<file path="src/rtl/synth_pkg.sv">
// Shared types, widths and saturating gain helpers for the voice envelope path.
package synth_pkg;

    localparam int unsigned GAIN_W  = 8;
    localparam int unsigned DUR_W   = 6;
    localparam int unsigned PRESC_W = 16;

    localparam logic [2:0] ST_IDLE    = 3'd0;
    localparam logic [2:0] ST_ATTACK  = 3'd1;
    localparam logic [2:0] ST_DECAY   = 3'd2;
    localparam logic [2:0] ST_SUSTAIN = 3'd3;
    localparam logic [2:0] ST_RELEASE = 3'd4;

    typedef enum logic [2:0] {
        IDLE    = ST_IDLE,
        ATTACK  = ST_ATTACK,
        DECAY   = ST_DECAY,
        SUSTAIN = ST_SUSTAIN,
        RELEASE = ST_RELEASE
    } env_state_e;

    typedef logic [GAIN_W-1:0] gain_t;
    typedef logic [DUR_W-1:0]  dur_t;

    // One-bit-wider sum so a large increment clamps at the ceiling instead of wrapping.
    function automatic gain_t gain_up(input gain_t m, input gain_t inc, input gain_t ceil);
        logic [GAIN_W:0] sum;
        sum = {1'b0, m} + {1'b0, inc};
        gain_up = (sum >= {1'b0, ceil}) ? ceil : sum[GAIN_W-1:0];
    endfunction

    // Borrow bit catches underflow; result never drops below the floor.
    function automatic gain_t gain_down(input gain_t m, input gain_t dec, input gain_t floor);
        logic [GAIN_W:0] diff;
        diff = {1'b0, m} - {1'b0, dec};
        gain_down = (diff[GAIN_W] || (diff <= {1'b0, floor})) ? floor : diff[GAIN_W-1:0];
    endfunction

endpackage

</file>
<file path="src/rtl/envelope_gen_step_prescaler.sv">
// Counts sample strobes and emits a one-cycle envelope step every STEP_SAMPLES strobes.
module step_prescaler
    import synth_pkg::*;
#(
    parameter int unsigned STEP_SAMPLES = 256
) (
    input  logic clk,
    input  logic rst,
    input  logic clr,
    input  logic en,
    input  logic tick,
    output logic step
);

    logic [PRESC_W-1:0] cnt_q, cnt_d;
    logic               step_q, step_d;

    always_comb begin
        cnt_d  = cnt_q;
        step_d = 1'b0;
        if (clr) begin
            cnt_d = '0;
        end else if (en && tick) begin
            if (cnt_q == PRESC_W'(STEP_SAMPLES - 1)) begin
                cnt_d  = '0;
                step_d = 1'b1;
            end else begin
                cnt_d = cnt_q + PRESC_W'(1);
            end
        end
    end

    always_ff @(posedge clk) begin
        if (rst) begin
            cnt_q  <= '0;
            step_q <= 1'b0;
        end else begin
            cnt_q  <= cnt_d;
            step_q <= step_d;
        end
    end

    assign step = step_q;

endmodule

</file>
<file path="src/rtl/envelope_gen.sv">
// Per-voice ADSR gain contour and note duration tracker feeding the dynamics stage.
module envelope_gen
    import synth_pkg::*;
#(
    parameter int unsigned STEP_SAMPLES = 256,
    parameter int unsigned MAX_LVL      = 255,
    parameter int unsigned ATTACK_STEP  = 32,
    parameter int unsigned DECAY_STEP   = 4,
    parameter int unsigned SUSTAIN_LVL  = 192,
    parameter int unsigned RELEASE_STEP = 8
) (
    input  logic              clk,
    input  logic              rst,
    input  logic              generate_next,
    input  logic              beat,
    input  logic              note_load,
    input  logic [DUR_W-1:0]  duration,
    output logic [DUR_W-1:0]  start,
    output logic [DUR_W-1:0]  curr,
    output logic [GAIN_W-1:0] multiple,
    output logic              active,
    output logic              done
);

    env_state_e state_q, state_d;
    dur_t       start_q, start_d;
    dur_t       curr_q, curr_d;
    gain_t      mult_q, mult_d;
    logic       active_q, active_d;
    logic       done_q, done_d;
    logic       step;
    logic       load_c;

    assign load_c = note_load && (duration != '0);

    step_prescaler #(
        .STEP_SAMPLES(STEP_SAMPLES)
    ) u_presc (
        .clk (clk),
        .rst (rst),
        .clr (load_c),
        .en  (active_q),
        .tick(generate_next),
        .step(step)
    );

    always_comb begin
        state_d = state_q;
        start_d = start_q;
        curr_d  = curr_q;
        mult_d  = mult_q;
        done_d  = 1'b0;
        if (load_c) begin
            // Gain is kept so a retrigger ramps from the current level.
            start_d = duration;
            curr_d  = duration;
            state_d = ATTACK;
        end else begin
            if (step) begin
                case (state_q)
                    ATTACK: begin
                        mult_d = gain_up(mult_q, gain_t'(ATTACK_STEP), gain_t'(MAX_LVL));
                        if (mult_d == gain_t'(MAX_LVL)) state_d = DECAY;
                    end
                    DECAY: begin
                        mult_d = gain_down(mult_q, gain_t'(DECAY_STEP), gain_t'(SUSTAIN_LVL));
                        if (mult_d == gain_t'(SUSTAIN_LVL)) state_d = SUSTAIN;
                    end
                    RELEASE: begin
                        mult_d = gain_down(mult_q, gain_t'(RELEASE_STEP), '0);
                        if (mult_d == '0) state_d = IDLE;
                    end
                    default: ;
                endcase
            end
            // Note end overrides any step-driven transition; the step's gain still lands.
            if (beat && (state_q != IDLE) && (curr_q != '0)) begin
                curr_d = curr_q - dur_t'(1);
                if (curr_q == dur_t'(1)) begin
                    done_d  = 1'b1;
                    state_d = RELEASE;
                end
            end
        end
        active_d = (state_d != IDLE);
    end

    always_ff @(posedge clk) begin
        if (rst) begin
            state_q  <= IDLE;
            start_q  <= '0;
            curr_q   <= '0;
            mult_q   <= '0;
            active_q <= 1'b0;
            done_q   <= 1'b0;
        end else begin
            state_q  <= state_d;
            start_q  <= start_d;
            curr_q   <= curr_d;
            mult_q   <= mult_d;
            active_q <= active_d;
            done_q   <= done_d;
        end
    end

    assign start    = start_q;
    assign curr     = curr_q;
    assign multiple = mult_q;
    assign active   = active_q;
    assign done     = done_q;

endmodule
</file>
<file path="config.mk">
export PLATFORM = sky130hd
export DESIGN_NAME = envelope_gen
export DESIGN_NICKNAME = d
export VERILOG_FILES = /design/src/rtl/synth_pkg.sv /design/src/rtl/envelope_gen_step_prescaler.sv /design/src/rtl/envelope_gen.sv
export SDC_FILE = /design/constraint.sdc
export NUM_CORES = 1
export LEC_CHECK = 0
export ABC_AREA = 0
export ABC_CLOCK_PERIOD_IN_PS = 2560
export CORE_ASPECT_RATIO = 0.9
export CORE_UTILIZATION = 55
export CTS_BUF_LIST = sky130_fd_sc_hd__clkbuf_4 sky130_fd_sc_hd__clkbuf_8 sky130_fd_sc_hd__clkbuf_16
export CTS_CLUSTER_SIZE = 28
export DETAILED_ROUTE_END_ITERATION = 8
export PLACE_DENSITY = 0.8
export SLEW_MARGIN = 20
export SYNTH_ARGS = -nofsm -noshare
export SYNTH_HDL_FRONTEND = slang
export SYNTH_SLANG_ARGS = --single-unit
</file>
<file path="constraint.sdc">
create_clock -name clk -period 2.56 [get_ports clk]
set_input_delay 0.256 -clock clk [delete_from_list [all_inputs] [get_ports clk]]
set_output_delay 0.256 -clock clk [all_outputs]
set_load 0.1 [all_outputs]
</file>
-- Word-level counts from Yosys, hierarchy flattened
Cells that the tools add are included.
- flip-flop bits (word level): 42
- bits of input ports: 11
- output and inout port bits: 22
- word-level logic and storage cells: 60
- add/subtract/negate cells: 5
- magnitude comparators: 3
- eq/ne operators: 7
- multiplexer cells: 17
- bitwise gates (word level): 3
- reductions and logical operators: 17
- operators with widths (cell ; count):
    $mux 8 ; 3
    $pmux 8 s3 ; 1
    $mux 3 ; 7
    $add 16x1->16 const B ; 1
    $eq 16x8->1 const B ; 1
    $eq 8x8->1 const B ; 2
    $mux 16 ; 1
    $mux 6 ; 2
    $reduce_bool 6->1 ; 2
    $add 8x6->9 const B ; 1
    $ge 9x8->1 const B ; 1
    $le 9x1->1 const B ; 1
    $le 9x8->1 const B ; 1
    $pmux 3 s3 ; 1
    $reduce_bool 3->1 ; 3
    $sub 8x3->9 const B ; 1
    $sub 8x4->9 const B ; 1
    $logic_not 8->1 ; 1
    $eq 6x1->1 const B ; 1
    $reduce_or 3->1 ; 2
    $sub 6x1->6 const B ; 1
    $logic_and 1x1->1 ; 4
    $eq 3x1->1 const B ; 1
    $eq 3x2->1 const B ; 1
    other kinds (7) ; 11

-- Depth between registers and ports, before layout
- word-level depth: 12
- mapped depth: 9
- mapped depth without buffers: 8

-- Cells and area by module
A second synthesis with hierarchy kept.
- cells, all modules: 320
- area total of the unflattened synthesis: 2590.0 µm²
- modules (own cells, without submodules) (module ; instances ; cells an instance ; area an instance (µm²)):
    envelope_gen ; 1 ; 229 ; 1788.0
    step_prescaler ; 1 ; 91 ; 802.0

-- Worst setup path after synthesis
No wires, ideal clock.
- kind: register to register
- from: register mult_q[3] (netlist: multiple[3])
- to: register mult_q[3] (netlist: multiple[3])
- arrival: 3005 ps
- required time: 2474 ps
- setup slack: -531 ps
- stages on the path, launching flop included: 9
- path buffers: 0
- clock period less this slack: 3091 ps
- path through: dfxtp_1 inv_1 ha_1 a21bo_2 a211o_1 a21oi_2 nand3_1 o221a_2 a221oi_2
- cells in the longest elaborated chain, start to end: 5
- elaborated cells between the ends (all ways): 12
- RTL lines (element ; RTL line ; source):
    start, declared ; envelope_gen.sv:28 ; gain_t mult_q, mult_d;
    start signal, assigned ; envelope_gen.sv:100 ; mult_q <= mult_d;
    $sub 8x4->9 or $sub 8x3->9 (tied branches) ; synth_pkg.sv:35 ; diff = {1'b0, m} - {1'b0, dec};
    $le 9x1->1 or $le 9x8->1 (tied branches) ; synth_pkg.sv:36 ; gain_down = (diff[GAIN_W] || (diff <= {1'b0, floor})) ? floor : diff[GAIN_W-1:0];
    $logic_or 1x1->1 ; synth_pkg.sv:36 ;
    $mux 8 ; synth_pkg.sv:36 ;
    $pmux 8 s3 (*) ; envelope_gen.sv:60 ; case (state_q)
Every way passes the cells marked *; elsewhere a longest branch is shown, timed or not.
A chain may end at the register's enable or synchronous reset.

-- Worst setup path in the final report
- from: register mult_q[5] (netlist: multiple[5])
- to: register mult_q[4] (netlist: multiple[4])
The elaborated chain is that of the path after synthesis.

==> results.toml <==
[status]
outcome = "finished, final reports clean"

[logic_synthesis]
synth_nets = 322
syn_inst = 297
synth_edf_count = 0
syn_avg_cell_area_sq_um = 8.337
synth_area_sq_mm = 0.002476
ys.flop_type = "dfxtp_1"
ys_warn_count = 0
yosys_register_bits = 42
ys_types = 55
async_reset_ff_frac = 0
seq_area_frac_synth = 0.3396

[worst_setup_path]
ff2ff_setup_slack_ns = 0.13
timing.rr.end = "multiple[4]"
setup.worst_path.end_class = "register"
reg2reg_depth = 7
timing.rr.start = "multiple[5]"
cp.required_ns = 2.76
worstSetupPathType = "reg2reg"
cp.arrival_ns = 2.64
crit_fanout = 12
critPathLaunchType = "register"

[floorplan]
initial_core_util = 0.5918
coreArea_sq_mm = 0.004184
die_x_um = 72.73
io_pins = 33
fp.dieH_um = 65.66
rows = 22
dieArea_sq_mm = 0.004775

[global_routing]
grt_max_degree = 21
grt_overflow = 0
grt.total_usage = 0.2611
grt_pass1_wl_mm = 9.632
grt_pass1_vias = 2081
grt_antenna_before_repair = 0

[finish]
final_cell_area_sq_mm = 0.002934
syn_to_final_growth_pct = 18.49
n_antenna_cell = 0
finalCoreUtilization = 0.7013
drive_gt1_frac = 0.1571
final-instance-count-excl-fill = 391
nets = 355

[pwr]
p_clk_frac = 0.354
irDropWorstVdd_mv = 0.4103
switchingPower_mw = 0.3981
powerDensity_mw_per_mm2 = 472.9
swShare = 0.2869
combPwrFrac = 0.154
p_seq_frac = 0.492
p_leak_nw = 1.160
internal_power_mw = 0.9894
total_power_mw = 1.387

[placed_design]
post-dp-hpwl_mm = 4.321
placed_cells = 383
post_dp_cell_area_sq_mm = 0.002825
io_buffers = 32
globalplace.congestion = 0.8887

[routing]
drc = 0
drtIter0Drc = 131
wl_mm = 5.727
ant_nets = 0
firstDrtPassIters = 5
dr_total_vias = 2273
via_per_inst = 5.813
wl_per_cell_um = 14.65

[sta]
final_hold_viol_count = 0
finClkSkew_ns = 0.008778
final-setup-viol-count = 0
fin_crit_ns = 2.431
relSlewSlack = 0.6216
drv_slew = 0
rsz0062_at_grt = "no"
tightest_slew_ns = 0.5639
tns_ns = 0
period_share = 0.9496
clock.fmax_ghz = 0.4114

[clock_tree]
postCtsSetupBuffers = 0
cts.sinks = 42
cts_root_buffer = "clkbuf_8"
clock_latency_ns = 0.29
path_clk_slew_ns = 0.08
cts_buffer_depth = 2
holdBufCountCts = 0
cts_tree = "built"
cts_resized = 0
numCtsBuffers = 5
htree_levels = 2

[hold_path]
hold_start = "start[3]"
hold_path.class = "reg2reg"
hold_end = "start[3]"
min_path_cells = 2

[job]
drv_cap = 0
[logic make-up (layout without fill, tap and decap cells)]
logic type	after synthesis	after routing	share of synthesized area
compound gates	69	69	0.2006
simple gates	119	119	0.2506
mux	2	2	0.008085
flops	42	42	0.3396
buf+inv	26	60	0.04194
xor+xnor	25	25	0.08843
fa+ha+maj	14	14	0.07074
[cell usage after synthesis (all sizes together), types with 2 or more instances]
cell / instances / area (sq um)
or3: 4 / 25.02
buf: 5 / 25.02
xor2: 12 / 105.1
nand2b: 3 / 18.77
or4: 2 / 18.77
nor2b: 3 / 18.77
a31oi: 2 / 12.51
xnor2: 13 / 113.9
a21oi: 22 / 113.9
a41oi: 3 / 26.28
o211ai: 3 / 22.52
and4: 2 / 17.52
nor3b: 3 / 27.52
o21a: 4 / 30.03
nand3: 12 / 60.06
and3: 9 / 56.30
clkbuf: 8 / 30.03
nand4: 11 / 68.82
nor4: 4 / 25.02
o2111a: 2 / 22.52
a221oi: 2 / 30.03
nand4bb: 2 / 22.52
and2: 2 / 12.51
mux2i: 2 / 20.02
o22ai: 2 / 12.51
o31ai: 3 / 41.29
dfxtp: 42 / 840.8
inv: 13 / 48.80
ha: 14 / 175.2
nor2: 23 / 86.33
nor3: 5 / 30.03
o21ai: 12 / 60.06
nand2: 33 / 123.9
[state kept, by name (all words and copies together) (netlist names)]
name / flops
curr: 6
u_presc.step: 1
start: 6
active: 1
done: 1
state_q: 3
u_presc.cnt_q: 16
multiple: 8
[metrics by stage]
stage | hold WS [ns] | setup slack [ns]
finish | 0.4587 | 0.1291
detailed placement | 0.4507 | 0.07152
floorplan | 0.4146 | 0.04060
global placement | 0.4438 | 0.09421
CTS | 0.4621 | 0.1847
global route | 0.4857 | 0.001223
[critical path: stages (launching register included)]
cell and delay, ns:
dfxtp_2 0.49, inv_1 0.20, ha_1 0.37, a31oi_1 0.14, o21ai_1 0.48, a211oi_1 0.16
or3_1 0.34, o31ai_2 0.16
[how the worst max path moves through the flow]
stage                        to   startpoint  slack, ns  cells past startpoint
finish              multiple[4]  multiple[5]       0.13                      7
global route        multiple[4]  multiple[5]      0.001                      7
CTS                 multiple[4]  multiple[5]       0.18                      7
detailed placement       active  duration[0]       0.07                      7
global placement         active  duration[0]       0.09                      7
floorplan           multiple[4]  multiple[7]       0.04                      7
[layout make-up]
type / instances / area [sq um]
timing repair buffer: 39 / 317.8
tap: 60 / 75.07
clock buffer: 7 / 101.3
clock inverter: 1 / 7.507
multi-input combinational: 229 / 1531
fill: 364 / 1250
inverter: 13 / 48.80
sequential: 42 / 852.1
[layer usage]
layer	track usage	share of wire	wire length (um)	vias to the layer above
li1	-	-	-	1138
met1	0.3536	0.47	2719	1050
met2	0.4147	0.44	2540	83
met3	0.07209	0.079	450	2
met4	0.05392	0.0030	17	0
met5	0	0	0	-
[placed cells by master, fill, tap and decap left out, types with 4 or more instances in the layout]
cell type        Yosys  final
nand3_1             12     12
dfxtp_1             42     37
clkdlybuf4s50_1      0     10
nand4_1             11     11
and3_1               9      9
nor4_1               4      4
ha_1                14     14
nand2_1             33     33
or3_1                4      4
o21a_1               4      4
inv_1               13     13
nor2_1              23     23
xor2_1              12     12
xnor2_1             13     13
buf_4                0     29
a21oi_1             21     21
nor3_1               4      4
o21ai_0             10     10
clkbuf_8             0      5
[power groups by stage]
stage          Sequential (mW)  Combinational (mW)  Clock (mW)
5_1_grt                  0.685               0.225       0.531
4_1_cts                  0.683               0.215       0.502
3_5_place_dp             0.698               0.214           0
2_1_floorplan            0.789              0.0626           0
6_report                 0.683               0.214       0.491
3_3_place_gp             0.697               0.211           0
Note: power is estimated with default switching activity, not from simulation.
